**src/rtl/dmem_trace_mon_pkg.sv**
```systemverilog
// -----------------------------------------------------------------------------
// dmem_trace_mon_pkg
//   Shared types and defaults for the dmem trace monitor.
//   - mon_state_e   : monitor FSM states (RUN counts and snoops, HALT is terminal)
//   - MON_DATA_W    : default bus width of the mipse core
//   - MON_HALT_ADDR : default byte address whose store halts the monitor
//   - ENABLE_N /
//     DISABLE_N     : active-low enable levels (rst_n asserted / released)
// -----------------------------------------------------------------------------
package dmem_trace_mon_pkg;

  typedef enum logic {
    MON_RUN  = 1'b0,
    MON_HALT = 1'b1
  } mon_state_e;

  localparam int unsigned MON_DATA_W    = 32;
  localparam logic [31:0] MON_HALT_ADDR = 32'h0000_0050;

  localparam logic ENABLE_N  = 1'b0;
  localparam logic DISABLE_N = 1'b1;

endpackage

```
**src/rtl/dmem_trace_mon_fifo.sv**
```systemverilog
// -----------------------------------------------------------------------------
// trace_fifo
//   Synchronous FIFO holding the write-log entries of the trace monitor.
//   Ports:
//     clk   in  rising-edge clock
//     rst_n in  asynchronous reset, active low (empties the FIFO)
//     clr   in  synchronous flush; has priority over push/pop
//     push  in  write din (dropped when full unless a pop happens too)
//     din   in  entry to write
//     pop   in  consume head entry (ignored when empty)
//     dout  out head entry, all zeros when empty
//     valid out FIFO not empty
//     full  out FIFO holds DEPTH entries
//   No fall-through: a push into an empty FIFO shows up on dout one cycle later.
// -----------------------------------------------------------------------------
module trace_fifo #(
  parameter int WIDTH = 96,
  parameter int DEPTH = 16
) (
  input  logic             clk,
  input  logic             rst_n,
  input  logic             clr,
  input  logic             push,
  input  logic [WIDTH-1:0] din,
  input  logic             pop,
  output logic [WIDTH-1:0] dout,
  output logic             valid,
  output logic             full
);

  localparam int AW = $clog2(DEPTH);
  localparam logic [AW:0] PTR_ONE = {{AW{1'b0}}, 1'b1};

  logic [WIDTH-1:0] mem_q [DEPTH];
  logic [AW:0]      wr_ptr_q, wr_ptr_d;
  logic [AW:0]      rd_ptr_q, rd_ptr_d;
  logic             empty;
  logic             do_pop;
  logic             do_push;

  // Pointers carry one extra wrap bit so full and empty are distinguishable.
  assign empty = (wr_ptr_q == rd_ptr_q);
  assign full  = (wr_ptr_q[AW] != rd_ptr_q[AW]) &&
                 (wr_ptr_q[AW-1:0] == rd_ptr_q[AW-1:0]);

  assign do_pop  = pop && !empty;
  // When full, a simultaneous pop frees the slot being written this edge.
  assign do_push = push && (!full || do_pop);

  always_comb begin
    wr_ptr_d = wr_ptr_q;
    rd_ptr_d = rd_ptr_q;
    if (clr) begin
      wr_ptr_d = '0;
      rd_ptr_d = '0;
    end else begin
      if (do_push) wr_ptr_d = wr_ptr_q + PTR_ONE;
      if (do_pop)  rd_ptr_d = rd_ptr_q + PTR_ONE;
    end
  end

  always_ff @(posedge clk or negedge rst_n) begin
    if (!rst_n) begin
      wr_ptr_q <= '0;
      rd_ptr_q <= '0;
    end else begin
      wr_ptr_q <= wr_ptr_d;
      rd_ptr_q <= rd_ptr_d;
    end
  end

  // Storage is not reset; stale contents are never visible because dout is
  // masked while the FIFO is empty.
  always_ff @(posedge clk) begin
    if (do_push && !clr) mem_q[wr_ptr_q[AW-1:0]] <= din;
  end

  assign valid = !empty;
  assign dout  = empty ? '0 : mem_q[rd_ptr_q[AW-1:0]];

endmodule

```
**src/rtl/dmem_trace_mon.sv**
```systemverilog
// -----------------------------------------------------------------------------
// dmem_trace_mon
//   Data-bus trace monitor for the single-cycle mipse core. Snoops the dmem
//   write port and provides a cycle counter, halt-on-store detection, NWATCH
//   word watchpoints with last-value capture and a write log drained by
//   valid/ready.
//   Ports:
//     clk, rst_n             clock, asynchronous active-low reset
//     pc, daddr, wdata, we   snooped core PC and dmem write port
//     watch_addr, watch_en   per-channel watch byte address / enable
//     hit                    one-cycle pulse per channel after a matching store
//     watch_val              last data stored to each watched word
//     log_valid/log_ready    write-log head handshake
//     log_pc/addr/data       write-log head entry (zero when empty)
//     log_overflow           sticky: a log push was dropped
//     log_clr                synchronous flush of log and overflow flag
//     halted, cycle_count,
//     halt_cycle             halt status and cycle bookkeeping
// -----------------------------------------------------------------------------
module dmem_trace_mon
  import dmem_trace_mon_pkg::*;
#(
  parameter int                DATA_W    = 32,
  parameter int                NWATCH    = 4,
  parameter int                LOG_DEPTH = 16,
  parameter int                CNT_W     = 32,
  parameter logic [DATA_W-1:0] HALT_ADDR = 32'h0000_0050
) (
  input  logic                     clk,
  input  logic                     rst_n,
  input  logic [DATA_W-1:0]        pc,
  input  logic [DATA_W-1:0]        daddr,
  input  logic [DATA_W-1:0]        wdata,
  input  logic                     we,
  input  logic [NWATCH*DATA_W-1:0] watch_addr,
  input  logic [NWATCH-1:0]        watch_en,
  output logic [NWATCH-1:0]        hit,
  output logic [NWATCH*DATA_W-1:0] watch_val,
  output logic                     log_valid,
  input  logic                     log_ready,
  output logic [DATA_W-1:0]        log_pc,
  output logic [DATA_W-1:0]        log_addr,
  output logic [DATA_W-1:0]        log_data,
  output logic                     log_overflow,
  input  logic                     log_clr,
  output logic                     halted,
  output logic [CNT_W-1:0]         cycle_count,
  output logic [CNT_W-1:0]         halt_cycle
);

  localparam int LW = 3 * DATA_W;

  mon_state_e               state_q;
  logic [CNT_W-1:0]         cycle_count_q;
  logic [CNT_W-1:0]         halt_cycle_q;
  logic                     halted_q;
  logic [NWATCH-1:0]        match;
  logic [NWATCH-1:0]        hit_q;
  logic [NWATCH*DATA_W-1:0] watch_val_q;
  logic                     overflow_q, overflow_d;
  logic                     run;
  logic                     halt_store;
  logic                     log_push;
  logic                     fifo_full;
  logic                     fifo_valid;
  logic [LW-1:0]            fifo_dout;

  assign run        = (state_q == MON_RUN);
  assign halt_store = run && we && (daddr == HALT_ADDR);

  // Watch channels: word compare, byte-offset bits ignored. Only stores seen
  // while running count, so the halting store itself is still processed.
  for (genvar gi = 0; gi < NWATCH; gi++) begin : g_watch
    assign match[gi] = run && we && watch_en[gi] &&
      (daddr[DATA_W-1:2] == watch_addr[gi*DATA_W+2 +: DATA_W-2]);

    always_ff @(posedge clk or negedge rst_n) begin
      if (!rst_n) begin
        watch_val_q[gi*DATA_W +: DATA_W] <= '0;
      end else if (match[gi]) begin
        watch_val_q[gi*DATA_W +: DATA_W] <= wdata;
      end
    end
  end

  always_ff @(posedge clk or negedge rst_n) begin
    if (!rst_n) hit_q <= '0;
    else        hit_q <= match;
  end

  // Monitor FSM with counter and halt capture. The halting edge still counts,
  // so cycle_count ends one past halt_cycle.
  always_ff @(posedge clk or negedge rst_n) begin
    if (!rst_n) begin
      state_q       <= MON_RUN;
      cycle_count_q <= '0;
      halt_cycle_q  <= '0;
      halted_q      <= 1'b0;
    end else if (state_q == MON_RUN) begin
      if (cycle_count_q != {CNT_W{1'b1}}) cycle_count_q <= cycle_count_q + CNT_W'(1);
      if (halt_store) begin
        state_q      <= MON_HALT;
        halted_q     <= 1'b1;
        halt_cycle_q <= cycle_count_q;
      end
    end
  end

  // One log push per store, however many channels matched.
  assign log_push = |match;

  // A push into a full FIFO is only lost when the consumer is not popping.
  always_comb begin
    overflow_d = overflow_q;
    if (log_clr)                                 overflow_d = 1'b0;
    else if (log_push && fifo_full && !log_ready) overflow_d = 1'b1;
  end

  always_ff @(posedge clk or negedge rst_n) begin
    if (!rst_n) overflow_q <= 1'b0;
    else        overflow_q <= overflow_d;
  end

  trace_fifo #(
    .WIDTH (LW),
    .DEPTH (LOG_DEPTH)
  ) u_fifo (
    .clk   (clk),
    .rst_n (rst_n),
    .clr   (log_clr),
    .push  (log_push),
    .din   ({pc, daddr, wdata}),
    .pop   (log_ready),
    .dout  (fifo_dout),
    .valid (fifo_valid),
    .full  (fifo_full)
  );

  assign hit          = hit_q;
  assign watch_val    = watch_val_q;
  assign log_valid    = fifo_valid;
  assign log_pc       = fifo_dout[3*DATA_W-1:2*DATA_W];
  assign log_addr     = fifo_dout[2*DATA_W-1:DATA_W];
  assign log_data     = fifo_dout[DATA_W-1:0];
  assign log_overflow = overflow_q;
  assign halted       = halted_q;
  assign cycle_count  = cycle_count_q;
  assign halt_cycle   = halt_cycle_q;

endmodule

```
**config.mk**
```make
export PLATFORM = sky130hd
export DESIGN_NAME = dmem_trace_mon
export DESIGN_NICKNAME = d
export VERILOG_FILES = /design/src/rtl/dmem_trace_mon_pkg.sv /design/src/rtl/dmem_trace_mon_fifo.sv /design/src/rtl/dmem_trace_mon.sv
export SDC_FILE = /design/constraint.sdc
export NUM_CORES = 2
export LEC_CHECK = 0
export BUFFER_PORTS_ARGS = -buffer_cell sky130_fd_sc_hd__buf_2
export CORE_ASPECT_RATIO = 0.75
export CORE_UTILIZATION = 54
export DETAILED_ROUTE_END_ITERATION = 16
export PLACE_DENSITY_LB_ADDON = 0.3
export SLEW_MARGIN = 0
export SYNTH_ARGS = -nofsm -noshare
export SYNTH_HDL_FRONTEND = slang
export SYNTH_HIERARCHICAL = 1
export SYNTH_SLANG_ARGS = --single-unit
```
**constraint.sdc**
```tcl
create_clock -name clk -period 8.7 [get_ports clk]
set_clock_uncertainty 0.2 [all_clocks]
set_input_delay 0.435 -clock clk [delete_from_list [all_inputs] [get_ports clk]]
set_output_delay 0.435 -clock clk [all_outputs]
set_load 0.1 [all_outputs]
```
==> reports/summary.txt <==
Status: finished with violations
Failing checks: DRC
NetSw: 0.00324 W
FF-to-FF End: u_fifo/mem_q[9][18]
CTS tree: built
Main combinational cell family by area after synthesis: multiplexers
Remaining antenna violation count after routing: 0
Slowest cell on crit path: nor2_4
Ports: 528
Storage cell area: 51400 µm²
Clock Path Buffers: 3
Max-slew headroom: 0.284
Sw frac: 0.196
Crit path max fanout: 30
Multiplexer share of the synthesized area: 0.155
Crit path DAT: 6.77 ns
WL final: 163000 µm
Final setup fails: 0
Drt drc: 28
Synth cell types: 45
Post-synth top area share: 0.685
Compound-Gate Fraction of Synth Area: 0.0300
Post-synthesis net count: 3381
Fmax: 152 MHz
Simple-Gate Fraction of Synth Area: 0.0159
Yosys warnings: 6
First-pass DRT Iterations: 11
Clock power frac: 0.430
Internal Pwr Total: 0.0133 W
RSZ-0062 raised after global routing: no
Die W: 410 µm
Final hold vios: 0
Syn_area_per_cell: 21.4 µm²
Post-synth top cells: edfxtp_1 (1536), mux4_2 (384), dfrtp_1 (209)
CP startpoint kind: flop
Initial antenna violation count: 9
Worst r2r src: state_q
GRT Total Usage: 0.260
Fillers: 8261
Top-count cell post-synth: edfxtp_1
Worst-Skew Late Latency: 0.78 ns
DP HPWL: 82400 µm
Gr ovfl total: 0
R2R cell count: 12
Worst-margin pin slew: 1.07 ns
Crit. End Element: flop
1st-iter DRT viols: 3566
Placed Cells: 5156
Crit-path cells: nor2b_2 -> nand3_1 -> dlygate4sd3_1 -> or4_4 -> dlygate4sd3_1 -> nor3_1 -> or4_1 -> nand2b_1 -> a21oi_1 -> nand2_1 -> nor2_4 -> buf_4
Slew Limit Fails: 0
Pwr Density: 211 nW/µm²
Part of the Yosys area used for sequential elements: 0.762
Detailed-route via count: 34.8k
Synth Flop Type: edfxtp_1
Worst-path clk slew: 0.06 ns
Number of enable flip-flop cells after synthesis: 1536
Logic pwr share: 0.018
Area growth syn-to-layout: 16.2%
Largest net degree at the start of global routing: 145
Via/cell ratio: 6.25
Maximum VDD drop: 176 µV
Vias in the first global route: 35.4k
Synth Register Bits: 1745
Leakage Power: 27.0 nW
CTS Sinks: 1745
Postcts setup bufs: 0
Mapped Area: 67400 µm²
Crit path top cell by count: dlygate4sd3_1
H-tree depth: 4
Nets: 4033
Height of the die: 308 µm
Root Buffer: clkbuf_16
Non-filler cells, final: 5567
Core Area: 123000 µm²
Sequential Power Share: 0.551
Layout cells sized above 1: 0.350
Total die area: 126000 µm²
Starting Density: 0.548
CP peak stage delay: 0.89 ns
WP data required: 8.90 ns
Wire length of the first global-routing pass: 237000 µm
R2r setup slk: 2.13 ns
Gate Count Post-Synth: 3142
Top cells by area, synth: edfxtp_1 (68%), mux4_2 (13%), dfrtp_1 (7.8%)
Post-synth top area cell: edfxtp_1
Crit share post-route: 0.755
Wire length per cell: 29.2 µm
Adder-Cell Fraction of Synth Area: 0.00111
Share of flip-flops with an asynchronous set or reset: 0.120
Max-cap violations: 0
Setup TNS: 0 ns
Xor/xnor share of the synthesized area: 0.0211
Combined area of the multi-input logic cells: 15200 µm²
Row cnt: 111
Period minus WS final: 6.57 ns
Routability congestion estimate from global placement: 0.810
Hold Path Class: input port to async pin
IO Port Bufs: 519
Crit Path Class: flop to flop
Total CTS buffers: 163
==> cells in the final DEF (no fill, tap or decap), drive strengths merged, types with 3 or more instances in the layout <==
| cell type | synthesis | routed |
|---|---|---|
| dfrtp | 209 | 209 |
| buf | 121 | 567 |
| nor3 | 21 | 21 |
| diode | 0 | 3 |
| or4 | 5 | 5 |
| a21oi | 105 | 105 |
| nor4 | 32 | 32 |
| and2 | 3 | 3 |
| nand4 | 22 | 22 |
| nand2 | 23 | 23 |
| nor2 | 28 | 28 |
| xnor2 | 45 | 45 |
| clkbuf | 70 | 197 |
| nor2b | 6 | 6 |
| a22oi | 192 | 192 |
| edfxtp | 1536 | 1536 |
| mux4 | 384 | 384 |
| mux2 | 161 | 161 |
| nand2b | 4 | 4 |
| and3 | 10 | 10 |
| ha | 6 | 6 |
| bufinv | 0 | 18 |
| clkinv | 0 | 68 |
| nand3 | 20 | 20 |
| inv | 6 | 13 |
| dlygate4sd3 | 0 | 111 |
| clkinvlp | 0 | 7 |
| xor2 | 117 | 117 |
==> power groups by stage <==
| stage | clock network (W) | registers [W] | logic, W |
|---|---|---|---|
| after floorplan | 0 | 0.00929 | 0.0000603 |
| after global placement | 0 | 0.00928 | 0.000260 |
| after detailed placement | 0 | 0.00928 | 0.000268 |
| after CTS | 0.00722 | 0.00911 | 0.000308 |
| after global routing | 0.00752 | 0.00910 | 0.000334 |
| final | 0.00710 | 0.00911 | 0.000305 |
==> sequential cells by signal (all words and copies together) (netlist names) <==
| register | flops |
|---|---|
| u_fifo/mem_q | 1536 |
| watch_val | 128 |
| cycle_count | 32 |
| halt_cycle | 32 |
| u_fifo/rd_ptr_q | 5 |
| u_fifo/wr_ptr_q | 5 |
| hit | 4 |
| halted | 1 |
| log_overflow | 1 |
| state_q | 1 |
==> cell type report <==
type	instances	share of cell area
antenna	3	0.0000959
clock buffer	197	0.0551
clock inverter	100	0.0129
inverter	6	0.000288
multi-input combinational	1200	0.194
sequential	1745	0.656
tap	1638	0.0262
timing repair buffer	678	0.0551
==> layer usage <==
metal | share of wire | GRT usage | vias up
met5 | 0.00021 | 0 | -
met4 | 0.021 | 0.0700 | 6
met3 | 0.089 | 0.0485 | 230
met2 | 0.48 | 0.401 | 1630
met1 | 0.41 | 0.385 | 18600
li1 | - | - | 14300
==> worst max-delay path by stage <==
stage | from | to | cells after the start
floorplan | daddr[13] | u_fifo/mem_q[12][0] | 10
global placement | daddr[24] | u_fifo/mem_q[9][69] | 11
detailed placement | daddr[24] | u_fifo/mem_q[9][17] | 11
CTS | state_q | u_fifo/mem_q[9][18] | 12
global route | state_q | u_fifo/mem_q[8][19] | 12
finish | state_q | u_fifo/mem_q[9][18] | 12
==> what timing repair did <==
| action | 4_1_cts | 5_1_grt |
|---|---|---|
| hold buffers | 111 | 0 |
| resized for setup | 0 | 0 |
| endpoints found under the setup margin | 0 | 0 |
| hold endpoints to repair | 1759 | 0 |
==> stage by stage <==
stage | setup WS (ns) | cell area, µm² | power, W | utilization | hold slack [ns]
detailed placement | 2.85 | 71900 | 0.00955 | 0.585 | 0.248
floorplan | 1.81 | 67400 | 0.00935 | - | -0.0606
global route | 1.91 | 78300 | 0.0170 | 0.637 | 0.0862
CTS | 2.15 | 78300 | 0.0166 | 0.637 | 0.0508
global placement | 2.90 | 71900 | 0.00954 | 0.585 | 0.247
finish | 2.13 | 78300 | 0.0165 | 0.637 | 0.0132
==> logic make-up (layout without fill, tap and decap cells) <==
family	Yosys count	in the layout
flops	1745	1745
mux	546	546
compound gates	304	304
buf+inv	197	981
simple gates	182	182
xor+xnor	162	162
fa+ha+maj	6	6
other cells	0	3
==> critical path, delay by kind of cell, from the launching register on <==
kind | cells | cell delay (ns)
and+or+nand+nor | 8 | 3.23
buffers and inverters | 3 | 1.86
DFF | 1 | 0.53
AOI/OAI and AO/OA | 1 | 0.28
Note: power is estimated with default switching activity, not from simulation.
